--- src/rtl/regfile_pkg.sv ---
// Shared constants and types for the multi-port register file.
// The default configuration is WIDTH=32, DEPTH=32, NREAD=2, NWRITE=2.
// The clear sequencer state encoding is also defined here.
package regfile_pkg;

  localparam int unsigned DEF_WIDTH  = 32;
  localparam int unsigned DEF_DEPTH  = 32;
  localparam int unsigned DEF_NREAD  = 2;
  localparam int unsigned DEF_NWRITE = 2;

  typedef enum logic {
    IDLE  = 1'b0,
    SWEEP = 1'b1
  } clear_state_e;

endpackage : regfile_pkg

--- src/rtl/regfile_clear_fsm.sv ---
// Clear sequencer for regfile_mp.
// A ClearReq seen while idle starts a sweep that zeroes registers
// 1..DEPTH-1, one register per clock. Register 0 is skipped because
// it is hardwired to zero. ClearReq is ignored while a sweep runs.
module regfile_clear_fsm
  import regfile_pkg::*;
#(
  parameter  int unsigned DEPTH = DEF_DEPTH,
  localparam int unsigned AW    = $clog2(DEPTH)
) (
  input  logic          Clk,
  input  logic          Reset_n,
  input  logic          ClearReq,
  output logic          ClearBusy,
  output logic [AW-1:0] sweep_addr,
  output logic          sweep_we
);

  clear_state_e  state_q, state_d;
  logic [AW-1:0] counter_q, counter_d;

  // State and sweep-counter registers; reset aborts any sweep in progress.
  always_ff @(posedge Clk or negedge Reset_n) begin
    // NOTE: clocked state uses non-blocking (<=) so every flop samples pre-edge values.
    if (!Reset_n) begin
      state_q   <= IDLE;
      counter_q <= '0;
    end else begin
      state_q   <= state_d;
      counter_q <= counter_d;
    end
  end

  // Next-state logic: start at register 1, stop after register DEPTH-1.
  always_comb begin
    // NOTE: defaults first so no path leaves a variable unassigned (no latches).
    state_d   = state_q;
    counter_d = counter_q;
    unique case (state_q)
      IDLE: begin
        if (ClearReq) begin
          state_d   = SWEEP;
          counter_d = AW'(1);
        end
      end
      SWEEP: begin
        if (counter_q == AW'(DEPTH - 1)) begin
          state_d   = IDLE;
          counter_d = '0;
        end else begin
          counter_d = counter_q + AW'(1);
        end
      end
      default: begin
        state_d   = IDLE;
        counter_d = '0;
      end
    endcase
  end

  assign ClearBusy  = (state_q == SWEEP);
  assign sweep_we   = (state_q == SWEEP);
  assign sweep_addr = counter_q;

endmodule : regfile_clear_fsm

--- src/rtl/regfile_mp.sv ---
// Multi-port register file with combinational reads, a hardwired-zero
// register 0, and a sequenced clear operation.
// Optional macro REGFILE_MP_BYPASS_EN: when it is defined, a read forwards
// same-cycle accepted write data. Port 1 has priority.
module regfile_mp
  import regfile_pkg::*;
#(
  parameter  int unsigned WIDTH  = DEF_WIDTH,
  parameter  int unsigned DEPTH  = DEF_DEPTH,
  parameter  int unsigned NREAD  = DEF_NREAD,
  parameter  int unsigned NWRITE = DEF_NWRITE,
  localparam int unsigned AW     = $clog2(DEPTH)
) (
  input  logic                    Clk,
  input  logic                    Reset_n,
  input  logic [NREAD*AW-1:0]     ReadRegister,
  output logic [NREAD*WIDTH-1:0]  ReadData,
  input  logic [NWRITE*AW-1:0]    WriteRegister,
  input  logic [NWRITE*WIDTH-1:0] WriteData,
  input  logic [NWRITE-1:0]       RegWrite,
  input  logic                    ClearReq,
  output logic                    ClearBusy
);

  // Reject unsupported configurations at elaboration.
  if (WIDTH < 1) begin : g_bad_width
    $error("regfile_mp: WIDTH must be at least 1");
  end
  if (DEPTH < 4 || (DEPTH & (DEPTH - 1)) != 0) begin : g_bad_depth
    $error("regfile_mp: DEPTH must be a power of two >= 4");
  end
  if (NREAD < 1 || NREAD > 4) begin : g_bad_nread
    $error("regfile_mp: NREAD must be in 1..4");
  end
  if (NWRITE < 1 || NWRITE > 2) begin : g_bad_nwrite
    $error("regfile_mp: NWRITE must be in 1..2");
  end

  logic [WIDTH-1:0]  regs_q [DEPTH];
  logic [WIDTH-1:0]  regs_d [DEPTH];
  logic [NWRITE-1:0] wr_accept;
  logic [AW-1:0]     rd_addr;
  logic [AW-1:0]     sweep_addr;
  logic              sweep_we;

  regfile_clear_fsm #(
    .DEPTH (DEPTH)
  ) u_clear_fsm (
    .Clk        (Clk),
    .Reset_n    (Reset_n),
    .ClearReq   (ClearReq),
    .ClearBusy  (ClearBusy),
    .sweep_addr (sweep_addr),
    .sweep_we   (sweep_we)
  );

  // A write port is accepted when enabled, not clearing, and not targeting r0.
  always_comb begin
    wr_accept = '0;
    for (int p = 0; p < NWRITE; p++) begin
      wr_accept[p] = RegWrite[p] && !ClearBusy &&
                     (WriteRegister[p*AW +: AW] != '0);
    end
  end

  // Next register contents: the sweep owns the array while busy; otherwise
  // accepted writes land in ascending port order, so port 1 wins a tie.
  always_comb begin
    regs_d = regs_q;
    if (sweep_we) begin
      regs_d[sweep_addr] = '0;
    end else begin
      for (int p = 0; p < NWRITE; p++) begin
        if (wr_accept[p]) begin
          regs_d[WriteRegister[p*AW +: AW]] = WriteData[p*WIDTH +: WIDTH];
        end
      end
    end
  end

  // Register array; reset zeroes every entry asynchronously.
  always_ff @(posedge Clk or negedge Reset_n) begin
    // NOTE: the array is reset because reset must leave every register reading zero.
    if (!Reset_n) begin
      for (int i = 0; i < DEPTH; i++) begin
        regs_q[i] <= '0;
      end
    end else begin
      regs_q <= regs_d;
    end
  end

  // Combinational read ports; r0 is forced to zero and never bypassed.
  always_comb begin
    ReadData = '0;
    rd_addr  = '0;
    for (int k = 0; k < NREAD; k++) begin
      rd_addr = ReadRegister[k*AW +: AW];
      ReadData[k*WIDTH +: WIDTH] = (rd_addr == '0) ? '0 : regs_q[rd_addr];
`ifdef REGFILE_MP_BYPASS_EN
      for (int p = 0; p < NWRITE; p++) begin
        if (wr_accept[p] && (WriteRegister[p*AW +: AW] == rd_addr)) begin
          ReadData[k*WIDTH +: WIDTH] = WriteData[p*WIDTH +: WIDTH];
        end
      end
`endif
    end
  end

endmodule : regfile_mp

--- config.mk ---
export PLATFORM = sky130hd
export DESIGN_NAME = regfile_mp
export DESIGN_NICKNAME = d
export VERILOG_FILES = /design/src/rtl/regfile_pkg.sv /design/src/rtl/regfile_clear_fsm.sv /design/src/rtl/regfile_mp.sv
export SDC_FILE = /design/constraint.sdc
export NUM_CORES = 2
export LEC_CHECK = 0
export ABC_AREA = 1
export ABC_CLOCK_PERIOD_IN_PS = 5400
export CAP_MARGIN = 25
export CORE_UTILIZATION = 32
export CTS_CLUSTER_SIZE = 12
export DETAILED_ROUTE_END_ITERATION = 16
export PLACE_DENSITY = 0.45
export SYNTH_ARGS = -nofsm -noshare
export SYNTH_HDL_FRONTEND = slang
export SYNTH_SLANG_ARGS = --single-unit
--- constraint.sdc ---
create_clock -name Clk -period 5.4 [get_ports Clk]
set_input_delay 1.62 -clock Clk [delete_from_list [all_inputs] [get_ports Clk]]
set_output_delay 1.62 -clock Clk [all_outputs]
set_load 0.03 [all_outputs]
==> qor.txt <==
Run status -> complete, but fails checks
Failing checks -> negative setup slack
Overall Power -> 41.8 mW
First-pass GRT wire length -> 755000 microns
Worst EP arrival -> 3.85 ns
Final period utilization -> 101%
Maxcap violations -> 0
Commonest register cell after synthesis -> dfrtp_1
Sequential Power Share -> 34.8%
Num ports -> 154
Slew Viols, Final -> 0
Worst slew margin -> 14.7%
CP peak stage delay -> 0.28 ns
Area post-placement -> 0.0902 sq mm
Initial antenna violation count -> 43
Final hold vios -> 0
Final antenna-violating net count -> 0
Seq/Total Area, Yosys -> 32.0%
Commonest cells in the netlist -> nand2_1, nand3_1, dfrtp_1
P_leak -> 50.0 nW
Asr flop ratio synth -> 100%
Worst min path class -> reg -> reg
Slowest CP cell -> nor2_4
Cts bufs inserted -> 144
Syn Nets -> 14400
P_sw -> 19.8 mW
YS warnings -> 0
CTS max path bufs -> 3
Share of cells above drive strength 1 -> 9.69%
Multi-input logic area -> 0.0488 sq mm
Clock skew -> 0.0306 ns
Post-synthesis cell area -> 0.0805 sq mm
Cell breakdown of the critical path -> buf_4 -> nor2_4 -> nand2_2 -> inv_2 -> buf_12 -> nand2_1 -> nand3_4 -> nor2_2 -> nand2_1 -> buf_12 -> nand2_1 -> nor2_2 -> buf_4
CTS clock-pin slew for the worst setup and hold paths -> 0.06 ns
Worst vdd ir -> 0.375 mV
CP required -> 3.78 ns
Cell Pwr Density -> 435 mW/mm^2
Crit path top cell by count -> nand2_1
Final Cell Area -> 0.0962 sq mm
Yosys top cell area share -> 32.7%
Top post-synthesis cells by area -> nand2_1, dfrtp_1, nand3_1
GRT Residual Overflow -> 0
Mapped Avg Cell Area -> 5.64 sq um
Vias per cell -> 5.89
Nets -> 14300
RSZ-0062 raised after global routing -> true
Synthesis-stage register bit count -> 1030
Drc violations -> 0
Most frequent cell after synthesis -> nand2_1
Startpoint Class -> input port
Comb power frac -> 40.7%
I/O Buffers -> 153
Worst-Skew Late Latency -> 0.85 ns
Via count -> 104000
Die Y -> 504 microns
Actual slew at the worst max-slew pin -> 1.28 ns
Detailed Route WL -> 553000 microns
Starting Density -> 32.3%
Yosys top cell by area -> nand2_1
Vias in the first global route -> 91500
GP Congestion -> 1.05
Cts hold-fix bufs -> 0
Post-layout min period -> 5.47 ns
Avg WL per Cell -> 31.3 microns
Max H-tree Level -> 4
TritonCTS clock tree -> built
Hpwl dp -> 362000 microns
DRT iter0 DRCs -> 17900
Fill count -> 26700
Largest net degree at the start of global routing -> 174
FP Rows -> 183
Final setup margin -> -0.0698 ns
Non-Filler Instances -> 17700
CTS sink cnt -> 1030
Clock power frac -> 24.5%
Post-synth EDFFs -> 0
Sequential Area -> 0.0258 sq mm
Die outline width -> 504 microns
DP Cell Count -> 17400
Area Growth Syn to Fin -> 19.5%
CTS root buf -> clkbuf_16
Post-Syn Instances -> 14300
Die ar. -> 0.254 sq mm
Synth cell types -> 26
Switching part of the total power -> 47.3%
Drt first pass iters -> 8
Setup violators final -> 16
Peak Freq -> 183 MHz
CP max FO -> 15
Kind of critical path -> in -> out
Setup crit end kind -> output port
Internal power -> 22.1 mW
Area of the core -> 0.249 sq mm
Total GRT Usage -> 42.2%
-- placed cells by master, fill, tap and decap left out, drive strengths merged, types with 14 or more instances in the layout --
cell	instances
o21ai	731
nor2	808
nand3	2715
dfrtp	1030
nand4	14
diode	22
nand2	7007
clkbuf	220
a21oi	179
o211ai	26
clkdlybuf4s50	46
clkinv	36
inv	551
buf	948
-- cells by family after synthesis --
family / share of synthesized area, %
buf+inv: 8.34
simple gates: 53.6
fa+ha+maj: 0.0777
xor+xnor: 0.0109
flops: 32.0
compound gates: 6.00
-- worst max-delay path, delay by kind of cell --
family / cells / cell delay [ns]
buffers and inverters: 5 / 0.88
and+or+nand+nor: 8 / 1.30
-- final cells by class --
cell class                      count  area share, %
Inverter                          558           2.24
Clock buffer                      213           4.34
Tap cell                         3330           4.33
Clock inverter                     41          0.588
Timing Repair Buffer             1002           11.0
Sequential cell                  1030           26.8
Antenna cell                       22         0.0572
Multi-Input combinational cell  11500           50.7
-- worst paths after layout --
path                                            start           end  slack (ns)  cells after the start
worst max-delay path                  ReadRegister[8]  ReadData[39]       -0.07                     13
worst min-delay path                      regs_q[878]   regs_q[878]        0.48                      2
worst max register to register  u_clear_fsm.ClearBusy   regs_q[212]        2.02                      7
worst min register to register            regs_q[878]   regs_q[878]        0.48                      2
max in group asynchronous                     Reset_n   regs_q[730]        3.23                      2
min in group asynchronous                     Reset_n   regs_q[274]        0.77                      1
-- metal layers --
layer  routed length, microns  global-route usage [%]
met5                       56                       0
met4                    34800                    23.8
met3                    72600                    11.8
met2                   221000                    58.2
met1                   225000                    58.4
-- registers in the layout, indices dropped and copies added (netlist names) --
register	count
regs_q	1024
u_clear_fsm.sweep_addr	5
u_clear_fsm.ClearBusy	1
-- metrics by stage --
stage / hold slack [ns] / setup WS [ns] / TNS (ns) / utilization, %
6_report: 0.477 / -0.0698 / -0.431 / 38.6
2_1_floorplan: 0.449 / 0.460 / 0 / -
3_5_place_dp: 0.465 / -0.447 / -8.75 / 36.2
5_1_grt: 0.491 / -0.0198 / -0.0412 / 38.6
3_3_place_gp: 0.461 / -0.433 / -8.79 / 36.1
4_1_cts: 0.480 / -0.0633 / -0.128 / 38.3
-- power groups by stage --
stage               logic [mW]  clock network, mW  registers (mW)
finish                    17.0               10.2            14.6
global placement          16.0                  0            14.3
CTS                       16.4               10.3            14.3
global route              18.5               10.5            14.8
floorplan                 10.1                  0            12.8
detailed placement        16.3                  0            14.4
-- repair_timing --
action                     4_1_cts  5_1_grt
resized for setup               84       98
cloned                           4        7
buffers inserted                 4        9
setup endpoints to repair       52       51
pin swaps                        3        7
No activity file was read; power rests on OpenSTA's default activity.
